File: config.mk
export PLATFORM = sky130hd
export DESIGN_NAME = wr_byte_packer
export DESIGN_NICKNAME = d
export VERILOG_FILES = /design/src/rtl/wr_pack_pkg.sv /design/src/rtl/wr_byte_packer_sat_counter.sv /design/src/rtl/wr_byte_packer.sv
export SDC_FILE = /design/constraint.sdc
export NUM_CORES = 1
export LEC_CHECK = 0
export CAP_MARGIN = 20
export CORE_MARGIN = 2
export CORE_UTILIZATION = 55
export DETAILED_ROUTE_END_ITERATION = 10
export PLACE_DENSITY = 0.85
export REMOVE_ABC_BUFFERS = 1
export SETUP_SLACK_MARGIN = 0.4
export SLEW_MARGIN = 15
export SYNTH_ARGS = -nofsm -noshare
export SYNTH_HDL_FRONTEND = slang
export SYNTH_SLANG_ARGS = --single-unit
export TNS_END_PERCENT = 5
File: constraint.sdc
create_clock -name i_wr_clk -period 5.4 [get_ports i_wr_clk]
set_clock_uncertainty 0.05 [all_clocks]
set_input_delay 1.08 -clock i_wr_clk [delete_from_list [all_inputs] [get_ports i_wr_clk]]
set_output_delay 1.08 -clock i_wr_clk [all_outputs]
set_load 0.005 [all_outputs]
File: src/rtl/wr_pack_pkg.sv
// Shared types and helpers for the write-side byte packer.
package wr_pack_pkg;

    typedef enum logic [0:0] {
        FILL = 1'b0,
        WAIT = 1'b1
    } pack_state_e;

    localparam logic [7:0] PAD_DEFAULT = 8'h00;

    function automatic int lanes_f(input int wr_width, input int width);
        return wr_width / width;
    endfunction

endpackage

File: src/rtl/wr_byte_packer_sat_counter.sv
// Saturating event counter: increments on i_inc and sticks at all-ones.
module sat_counter #(
    parameter int W = 32
) (
    input  logic         i_clk,
    input  logic         i_rstn,
    input  logic         i_inc,
    output logic [W-1:0] o_cnt
);

    logic [W-1:0] cnt_q;
    logic [W-1:0] cnt_d;

    // Next count, held once every bit is set
    always_comb begin
        cnt_d = cnt_q;
        if (i_inc && (cnt_q != {W{1'b1}})) begin
            cnt_d = cnt_q + W'(1);
        end else begin
            cnt_d = cnt_q;
        end
    end

    // Count register
    always_ff @(posedge i_clk or negedge i_rstn) begin
        if (!i_rstn) begin
            cnt_q <= '0;
        end else begin
            cnt_q <= cnt_d;
        end
    end

    assign o_cnt = cnt_q;

endmodule

File: src/rtl/wr_byte_packer.sv
// Packs a valid/ready byte stream into FIFO-width words, with an accumulator
// plus output register so intake continues while one word waits on a full FIFO.
module wr_byte_packer
    import wr_pack_pkg::*;
#(
    parameter int               WIDTH    = 8,
    parameter int               WR_WIDTH = 64,
    parameter int               LANES    = lanes_f(WR_WIDTH, WIDTH),
    parameter logic [WIDTH-1:0] PAD      = WIDTH'(PAD_DEFAULT),
    parameter int               CNT_W    = 32
) (
    input  logic                i_wr_clk,
    input  logic                i_wr_rstn,
    input  logic                i_s_valid,
    output logic                o_s_ready,
    input  logic [WIDTH-1:0]    i_s_data,
    input  logic                i_s_last,
    input  logic                i_flush,
    output logic                o_wr_en,
    output logic [WR_WIDTH-1:0] o_wr_data,
    input  logic                i_wr_full,
    output logic                o_busy,
    output logic [CNT_W-1:0]    o_word_cnt,
    output logic [CNT_W-1:0]    o_stall_cnt,
    output logic [CNT_W-1:0]    o_pad_cnt
);

    localparam int                LANE_W    = (LANES > 1) ? $clog2(LANES) : 1;
    localparam logic [LANE_W-1:0] LAST_LANE = LANE_W'(LANES - 1);

    pack_state_e         state_q, state_d;
    logic [LANE_W-1:0]   lane_q, lane_d;
    logic [WR_WIDTH-1:0] acc_q, acc_d;
    logic [WR_WIDTH-1:0] out_q, out_d;
    logic                pend_q, pend_d;

    logic                accept_s, push_s, commit_s, padded_s;
    logic [LANE_W-1:0]   last_lane_s;
    logic [WR_WIDTH-1:0] acc_ins_s, word_s;

    // Intake, commit/padding and output-register handoff
    always_comb begin
        state_d     = state_q;
        lane_d      = lane_q;
        acc_d       = acc_q;
        out_d       = out_q;
        pend_d      = pend_q;
        commit_s    = 1'b0;
        acc_ins_s   = acc_q;
        word_s      = '0;
        push_s      = pend_q && !i_wr_full;
        accept_s    = i_s_valid && (state_q == FILL);

        if (push_s) begin
            pend_d = 1'b0;
        end else begin
            pend_d = pend_q;
        end

        // The byte lands before any same-cycle flush, so it counts as written
        if (accept_s) begin
            acc_ins_s[int'(lane_q)*WIDTH +: WIDTH] = i_s_data;
            last_lane_s = lane_q;
        end else begin
            last_lane_s = lane_q - LANE_W'(1);
        end

        for (int l = 0; l < LANES; l++) begin
            if (LANE_W'(l) > last_lane_s) begin
                word_s[l*WIDTH +: WIDTH] = PAD;
            end else begin
                word_s[l*WIDTH +: WIDTH] = acc_ins_s[l*WIDTH +: WIDTH];
            end
        end
        padded_s = (last_lane_s != LAST_LANE);

        case (state_q)
            FILL: begin
                if (accept_s) begin
                    commit_s = (lane_q == LAST_LANE) || i_s_last || i_flush;
                end else begin
                    commit_s = i_flush && (lane_q != '0);
                end

                if (commit_s) begin
                    lane_d = '0;
                    if (!pend_q || push_s) begin
                        out_d  = word_s;
                        pend_d = 1'b1;
                        acc_d  = '0;
                    end else begin
                        acc_d   = word_s;
                        state_d = WAIT;
                    end
                end else if (accept_s) begin
                    acc_d  = acc_ins_s;
                    lane_d = lane_q + LANE_W'(1);
                end else begin
                    acc_d = acc_q;
                end
            end
            WAIT: begin
                // Flush is ignored here; the parked word moves up on the push
                if (push_s) begin
                    out_d   = acc_q;
                    pend_d  = 1'b1;
                    acc_d   = '0;
                    state_d = FILL;
                end else begin
                    state_d = WAIT;
                end
            end
            default: begin
                state_d = FILL;
            end
        endcase
    end

    // Packer state, accumulator and output register
    always_ff @(posedge i_wr_clk or negedge i_wr_rstn) begin
        if (!i_wr_rstn) begin
            state_q <= FILL;
            lane_q  <= '0;
            acc_q   <= '0;
            out_q   <= '0;
            pend_q  <= 1'b0;
        end else begin
            state_q <= state_d;
            lane_q  <= lane_d;
            acc_q   <= acc_d;
            out_q   <= out_d;
            pend_q  <= pend_d;
        end
    end

    assign o_s_ready = (state_q == FILL);
    assign o_wr_en   = pend_q;
    assign o_wr_data = out_q;
    assign o_busy    = (lane_q != '0) || pend_q || (state_q == WAIT);

    sat_counter #(.W(CNT_W)) u_word_cnt (
        .i_clk  (i_wr_clk),
        .i_rstn (i_wr_rstn),
        .i_inc  (push_s),
        .o_cnt  (o_word_cnt)
    );

    sat_counter #(.W(CNT_W)) u_stall_cnt (
        .i_clk  (i_wr_clk),
        .i_rstn (i_wr_rstn),
        .i_inc  (pend_q && i_wr_full),
        .o_cnt  (o_stall_cnt)
    );

    sat_counter #(.W(CNT_W)) u_pad_cnt (
        .i_clk  (i_wr_clk),
        .i_rstn (i_wr_rstn),
        .i_inc  (commit_s && padded_s),
        .o_cnt  (o_pad_cnt)
    );

endmodule

==> results.md, run 1 <==
* Worst Path Buf+Inv at 2
* Main synth FF type: dfrtp_1
* Die ar. at 0.0206 mm^2
* CP cell instances: inv_1 > ha_1 > ha_1 > nand3_1 > clkdlybuf4s50_1
* TritonCTS Sinks at 229
* Post-DP HPWL at 17700 um
* Post-CTS setup buffer count at 0
* Largest net degree at the start of global routing at 129
* Sequential share of the synthesized area at 53.5%
* Worst path max stage delay at 0.71 ns
* Slowest stage cell, crit path: dfrtp_1
* N_diodes at 0
* Synth area leaders: dfrtp_1 (54%), nand2_1 (5.1%), xnor2_1 (4.4%), o21ai_0 (3.7%), xor2_1 (3.2%)
* Antenna violations before repair at 0
* Relative slew slack at 33.2%
* Slew Limit Fails at 0
* Wire per inst at 17.7 um
* GRT Total Usage at 25.8%
* # IOs at 177
* Commonest non-fill, non-tap cell in the layout: dfrtp_1
* Leakage power at 5.73 nW
* Crit end category: output pin
* CP arrival at 2.81 ns
* H-tree depth at 1
* Critical Path RT at 4.27 ns
* Setup TNS at 0 ns
* CTS buffer count at 24
* Post-Syn Area at 0.0107 mm^2
* Mapped Cells at 1048
* Area growth, synth to finish at 25.3%
* Pwr/cell area at 374 mW/mm^2
* Rows at 51
* # hold bufs at CTS at 0
* Initial Util at 55.5%
* Slew @ Worst Pin at 0.998 ns
* Share of cells above drive strength 1 at 5.43%
* Worst-path clk slew at 0.06 ns
* DRC marker count from the first detailed-route iteration at 487
* Mean Syn Cell Area at 10.2 um^2
* Critical path class: reg2out
* Resized cells post-CTS at 0
* Startpoint Class: flip-flop
* Vias in the first global route at 8347
* CTS max path bufs at 3
* FMAX at 254 MHz
* Async S/R FF share, synth at 100%
* Antenna violation net count after detailed routing at 0
* Synth top area share at 53.5%
* Min-delay worst type: reg2reg
* VDD IR-drop max at 290 uV
* Yosys Warn Count at 0
* Clock Tree Root: clkbuf_16
* Vias at 8697
* DR vias/cell at 5.87
* Number of flops mapped to enable cells by yosys at 0
* Run status: finished clean
* TritonCTS clock tree: built
* Seq cells post-synth at 229
* Synth area leader: dfrtp_1
* Drt pass-1 iters at 5
* Critical path's top delay family: buffers and inverters
* RSZ-0062 raised after global routing: no
* Crit-path most repeated cell: ha_1
* Worst-path maximum fanout at 17
* DRC errors left at 0
* Routability cong. at 0.950
* Routed WL at 26300 um
* Most frequent cells in the layout: dfrtp_1 (229), clkdlybuf4s50_1 (175), nand2_1 (143)
* Hold Worst Slack at 0.423 ns
* Final Cell Area at 0.0134 mm^2
* Max-Cap Viols at 0
* Distinct cells, synth at 65
* Core ar. at 0.0193 mm^2
* Worst skew pair latency at 0.52 ns
* Input/output buffers at 176
* Fin crit share at 73.0%
* Final hold violations at 0
* Area after detailed placement at 0.0126 mm^2
* Nets at 1228
* Die height at 143 um
* Endpoints failing setup at 0
* Die width at 143 um
* GR Overflow Total at 0
* First-pass GRT wire length at 43200 um
* Tmin final at 3.94 ns
-- cell families (layout without fill, tap and decap cells) --
group,Yosys count,count (layout),share of synthesized area [%]
AND/OR/NAND/NOR,388,388,18.1
multiplexers,4,4,0.409
adder cells (fa/ha/maj),12,12,1.40
AO/OA/AOI/OAI,256,256,16.4
flip-flops,229,229,53.5
XOR/XNOR,93,93,7.61
buffers and inverters,66,234,2.55
-- cell type report --
type | count | area (um^2)
flip-flops and latches | 229 | 5730
multi-input cells | 753 | 4710
repair buffers | 178 | 1810
fillers | 1440 | 5860
well taps | 265 | 332
inverters | 16 | 60.1
clock buffers | 37 | 761
clock inverters | 3 | 18.8
-- power by group --
group / internal, mW / total, mW / switching [mW]
sequential: 1.83 / 2.01 / 0.181
combinational: 0.497 / 1.39 / 0.888
clock: 0.961 / 1.62 / 0.658
total: 3.29 / 5.01 / 1.73
-- layer usage --
| layer | vias to the layer above | track usage [%] | wire length [um] |
|---|---|---|---|
| met1 | 4239 | 35.3 | 11100 |
| met5 | - | 0 | 0 |
| met4 | 0 | 7.02 | 529 |
| li1 | 4077 | - | - |
| met2 | 329 | 41.8 | 12400 |
| met3 | 52 | 6.13 | 2260 |
-- registers in the layout, summed over array words and instances, names as in the netlist --
| name | cells |
|---|---|
| state_q | 1 |
| acc_q | 64 |
| u_stall_cnt.o_cnt | 32 |
| o_wr_data | 64 |
| u_pad_cnt.o_cnt | 32 |
| u_word_cnt.o_cnt | 32 |
| o_wr_en | 1 |
| lane_q | 3 |
-- worst min-delay path, delay by kind of cell (launching register included) --
kind,cells,cell delay (ns)
compound gates,1,0.06
flops,1,0.34
simple gates,1,0.05
-- synth_stat cells, types with 2 or more instances --
| master | number |
|---|---|
| a2bb2oi_1 | 16 |
| mux2_2 | 3 |
| a31o_2 | 4 |
| nand4_1 | 36 |
| o2bb2ai_1 | 24 |
| a21oi_1 | 32 |
| xnor2_1 | 54 |
| a22oi_1 | 23 |
| and2_1 | 6 |
| and4_1 | 7 |
| buf_2 | 8 |
| xor2_1 | 39 |
| and3_1 | 30 |
| nor3_1 | 21 |
| o31ai_2 | 3 |
| a21boi_0 | 8 |
| ha_1 | 12 |
| a31oi_1 | 10 |
| inv_1 | 15 |
| a21o_1 | 4 |
| clkbuf_1 | 38 |
| nor2_1 | 60 |
| a32o_1 | 2 |
| o21ai_0 | 79 |
| buf_4 | 2 |
| nor4b_1 | 2 |
| dfrtp_1 | 229 |
| or2_2 | 3 |
| o21a_1 | 2 |
| nor4_1 | 14 |
| nand3_1 | 38 |
| nand2_1 | 144 |
| nor4_2 | 2 |
| a22o_1 | 30 |
| nor2b_1 | 9 |
| nor3b_1 | 2 |
| nand2b_1 | 2 |
| o311a_1 | 2 |
| o21ai_1 | 7 |
-- per-stage QoR --
stage / util [%] / std cells / setup slack, ns / power (mW)
CTS: 69.5 / 1480 / 1.50 / 5.01
detailed placement: 65.5 / 1440 / 1.49 / 3.39
global placement: 65.5 / 1440 / 1.64 / 3.34
floorplan: - / 998 / 1.52 / 2.82
finish: 69.6 / 1481 / 1.46 / 5.01
global route: 69.6 / 1481 / 1.29 / 5.27
-- path summary, 6_finish.rpt --
path                            cells past startpoint  slack [ns]          start                   to
worst min-delay path                                2        0.42  o_wr_data[19]        o_wr_data[19]
worst min register to register                      2        0.42  o_wr_data[19]        o_wr_data[19]
min in group asynchronous                           1        0.52      i_wr_rstn        o_wr_data[21]
max in group asynchronous                           2        3.67      i_wr_rstn  u_word_cnt.o_cnt[0]
worst max-delay path                                5        1.46      lane_q[0]               o_busy
worst max register to register                      9        1.71      lane_q[0]  u_pad_cnt.o_cnt[25]
Note: power is estimated with default switching activity, not from simulation.
==> run 2, diff against run 1 <==
Settings changed: CORE_UTILIZATION 55 to 54, PLACE_DENSITY 0.85 to 0.84.
Clock period 5.4 ns to 3.8 ns, I/O delays scaled along.
==> run 2 against run 1 <==
  * Setup slack got worse by 0.90 ns
  * Sequential power increased by 40%
  * Global-route usage increased by 0.34 points
  * Power increased by 49%
  * Critical path type unchanged
  * Critical endpoint unchanged
  * Combinational power increased by 50%
  * Critical path depth unchanged
==> results.md, run 2 (synthesis results as in run 1) <==
* Slowest stage cell, crit path: clkdlybuf4s50_1 (was dfrtp_1)
* Startpoint Class: flip-flop (unchanged)
* Tmin final at 3.25 ns
* CTS buffer count at 24 (unchanged)
* Pwr/cell area at 548 mW/mm^2 (was 374 mW/mm^2)
* Post-Layout Cell Count at 1500 (was 1481)
* RSZ-0062 raised after global routing: no (unchanged)
* DRC marker count from the first detailed-route iteration at 622 (was 487)
* CP arrival at 2.44 ns (was 2.81 ns)
* DP Cell Count at 1455 (was 1440)
* Clk network pwr share at 34.3% (was 32.3%)
* Routed length on met3 at 1980 um (was 2260 um)
* Routed wl met2 at 12900 um (was 12400 um)
* Vias at 8735 (was 8697)
* Antenna violations before repair at 0 (unchanged)
* Die height at 145 um (was 143 um)
* Net Switching at 2.52 mW (was 1.73 mW)
* Commonest non-fill, non-tap cell in the layout: dfrtp_1 (unchanged)
* Final total power at 7.47 mW (was 5.01 mW)
* # hold bufs at CTS at 0 (unchanged)
* Post-CTS setup buffer count at 0 (unchanged)
* Min-delay worst type: in2async (was reg2reg)
* Slew @ Worst Pin at 0.827 ns (was 0.998 ns)
* Setup TNS at 0 ns (unchanged)
* Share of cells above drive strength 1 at 6.97% (was 5.43%)
* GRT Total Usage at 26.2% (was 25.8%)
* Critical Path RT at 2.99 ns (was 4.27 ns)
* Most frequent cells in the layout: dfrtp_1 (228), clkdlybuf4s50_1 (175), nand2_1 (143) (was dfrtp_1 (229), clkdlybuf4s50_1 (175), nand2_1 (143))
* Endpoints failing setup at 0 (unchanged)
* Reg power frac at 37.8% (was 40.1%)
* GR Overflow Total at 0 (unchanged)
* Reg2reg setup slack at 0.76 ns (was 1.71 ns)
* Largest net degree at the start of global routing at 129 (unchanged)
* Met1 wire length at 11500 um (was 11100 um)
* Area after detailed placement at 0.0127 mm^2 (was 0.0126 mm^2)
* Final Cell Area at 0.0136 mm^2 (was 0.0134 mm^2)
* TritonCTS Sinks at 229 (unchanged)
* Antenna violation net count after detailed routing at 0 (unchanged)
* TritonCTS clock tree: built (unchanged)
* Relative slew slack at 44.6% (was 33.2%)
* Fin crit share at 85.4%
* Run status: finished clean (unchanged)
* Core ar. at 0.0195 mm^2 (was 0.0193 mm^2)
* CTS max path bufs at 3 (unchanged)
* Critical path class: reg2out (unchanged)
* Worst skew pair latency at 0.51 ns (was 0.52 ns)
* Die ar. at 0.0210 mm^2 (was 0.0206 mm^2)
* VDD IR-drop max at 472 uV (was 290 uV)
* Crit-path most repeated cell: ha_1 (unchanged)
* Worst Path Buf+Inv at 2 (unchanged)
* Resized cells post-CTS at 0 (unchanged)
* Clock Tree Root: clkbuf_16 (unchanged)
* Nets at 1242 (was 1228)
* Worst path max stage delay at 0.52 ns (was 0.71 ns)
* Initial Util at 55.0% (was 55.5%)
* Leakage power at 5.84 nW (was 5.73 nW)
* DR vias/cell at 5.82 (was 5.87)
* Input/output buffers at 176 (unchanged)
* # IOs at 177 (unchanged)
* Slew Limit Fails at 0 (unchanged)
* Sw Share at 33.7% (was 34.4%)
* Reg2Reg Depth at 9 (unchanged)
* Final hold violations at 0 (unchanged)
* Reg-to-Reg Start: lane_q[1] (was lane_q[0])
* Routability cong. at 0.958 (was 0.950)
* Worst-path clk slew at 0.06 ns (about the same)
* Area growth, synth to finish at 27.4% (was 25.3%)
* H-tree depth at 1 (unchanged)
* Rows at 51 (unchanged)
* RR Endpoint: u_pad_cnt.o_cnt[31] (was u_pad_cnt.o_cnt[25])
* Drt pass-1 iters at 5 (unchanged)
* DRC errors left at 0 (unchanged)
* Wire per inst at 18.2 um (was 17.7 um)
* Post-DP HPWL at 18600 um (was 17700 um)
* Max-Cap Viols at 0 (unchanged)
* Vias in the first global route at 8484 (was 8347)
* Comb pwr share at 27.9% (was 27.6%)
* Crit end category: output pin (unchanged)
* Worst-path maximum fanout at 12 (was 17)
* First-pass GRT wire length at 44000 um (was 43200 um)
* Max Used Layer: met4 (unchanged)
* Cell Int Power at 4.95 mW (was 3.29 mW)
* Die width at 145 um (was 143 um)
* Critical path's top delay family: buffers and inverters (unchanged)
* FMAX at 308 MHz
* CP cell instances: inv_1 > ha_1 > ha_1 > nand3_1 > clkdlybuf4s50_1 (unchanged)
* Routed WL at 27200 um (was 26300 um)
==> run 2: worst max path at each step <==
| stage | startpoint | to | slack (ns) | cells past startpoint |
|---|---|---|---|---|
| 2_1_floorplan | lane_q[0] | o_wr_data[0] | -0.08 | 9 |
| 3_3_place_gp | i_s_valid | u_pad_cnt.o_cnt[25] | 0.45 | 7 |
| 3_5_place_dp | i_s_valid | u_pad_cnt.o_cnt[19] | 0.38 | 7 |
| 4_1_cts | lane_q[1] | u_pad_cnt.o_cnt[31] | 0.41 | 9 |
| 5_1_grt | lane_q[1] | o_busy | 0.45 | 5 |
| 6_report | lane_q[1] | o_busy | 0.55 | 5 |
==> run 2: per-stage QoR <==
stage / utilization, % / worst slack [ns] / hold WS [ns]
final: 70.1 / 0.554 / 0.206
after global routing: 70.0 / 0.448 / 0.261
after CTS: 70.0 / 0.411 / 0.236
after detailed placement: 65.5 / 0.379 / 0.420
after global placement: 65.5 / 0.454 / 0.410
after floorplan: - / -0.0784 / 0.406
==> run 2: worst register-to-register path: stages, from the launching register on <==
cell	delay (ns)
dfrtp_2	0.50
inv_1	0.13
ha_1	0.23
ha_1	0.27
nor2b_1	0.18
o32a_1	0.40
nor3_2	0.29
nand3_2	0.28
nor4_2	0.44
xor2_1	0.19
==> run 2: layer usage <==
layer  GRT usage [%]  vias up
met3            4.61       66
met1            35.6     4240
met5               0        -
met2            43.0      320
li1                -     4109
met4            8.38        0
==> run 2: layout make-up <==
type / count / area [um^2]
inverter: 16 / 60.1
multi-input combinational: 753 / 4720
clock inverter: 9 / 155
timing repair buffer: 192 / 1910
sequential: 229 / 5730
antenna: 1 / 2.50
tap: 265 / 332
fill: 1443 / 5830
clock buffer: 35 / 723
==> run 2: power groups by stage <==
stage / Combinational (mW) / Clock, mW / Sequential, mW
global placement: 2.01 / 0 / 2.84
finish: 2.08 / 2.56 / 2.82
floorplan: 1.16 / 0 / 2.85
detailed placement: 2.04 / 0 / 2.86
CTS: 2.06 / 2.59 / 2.81
global route: 2.27 / 2.69 / 2.84
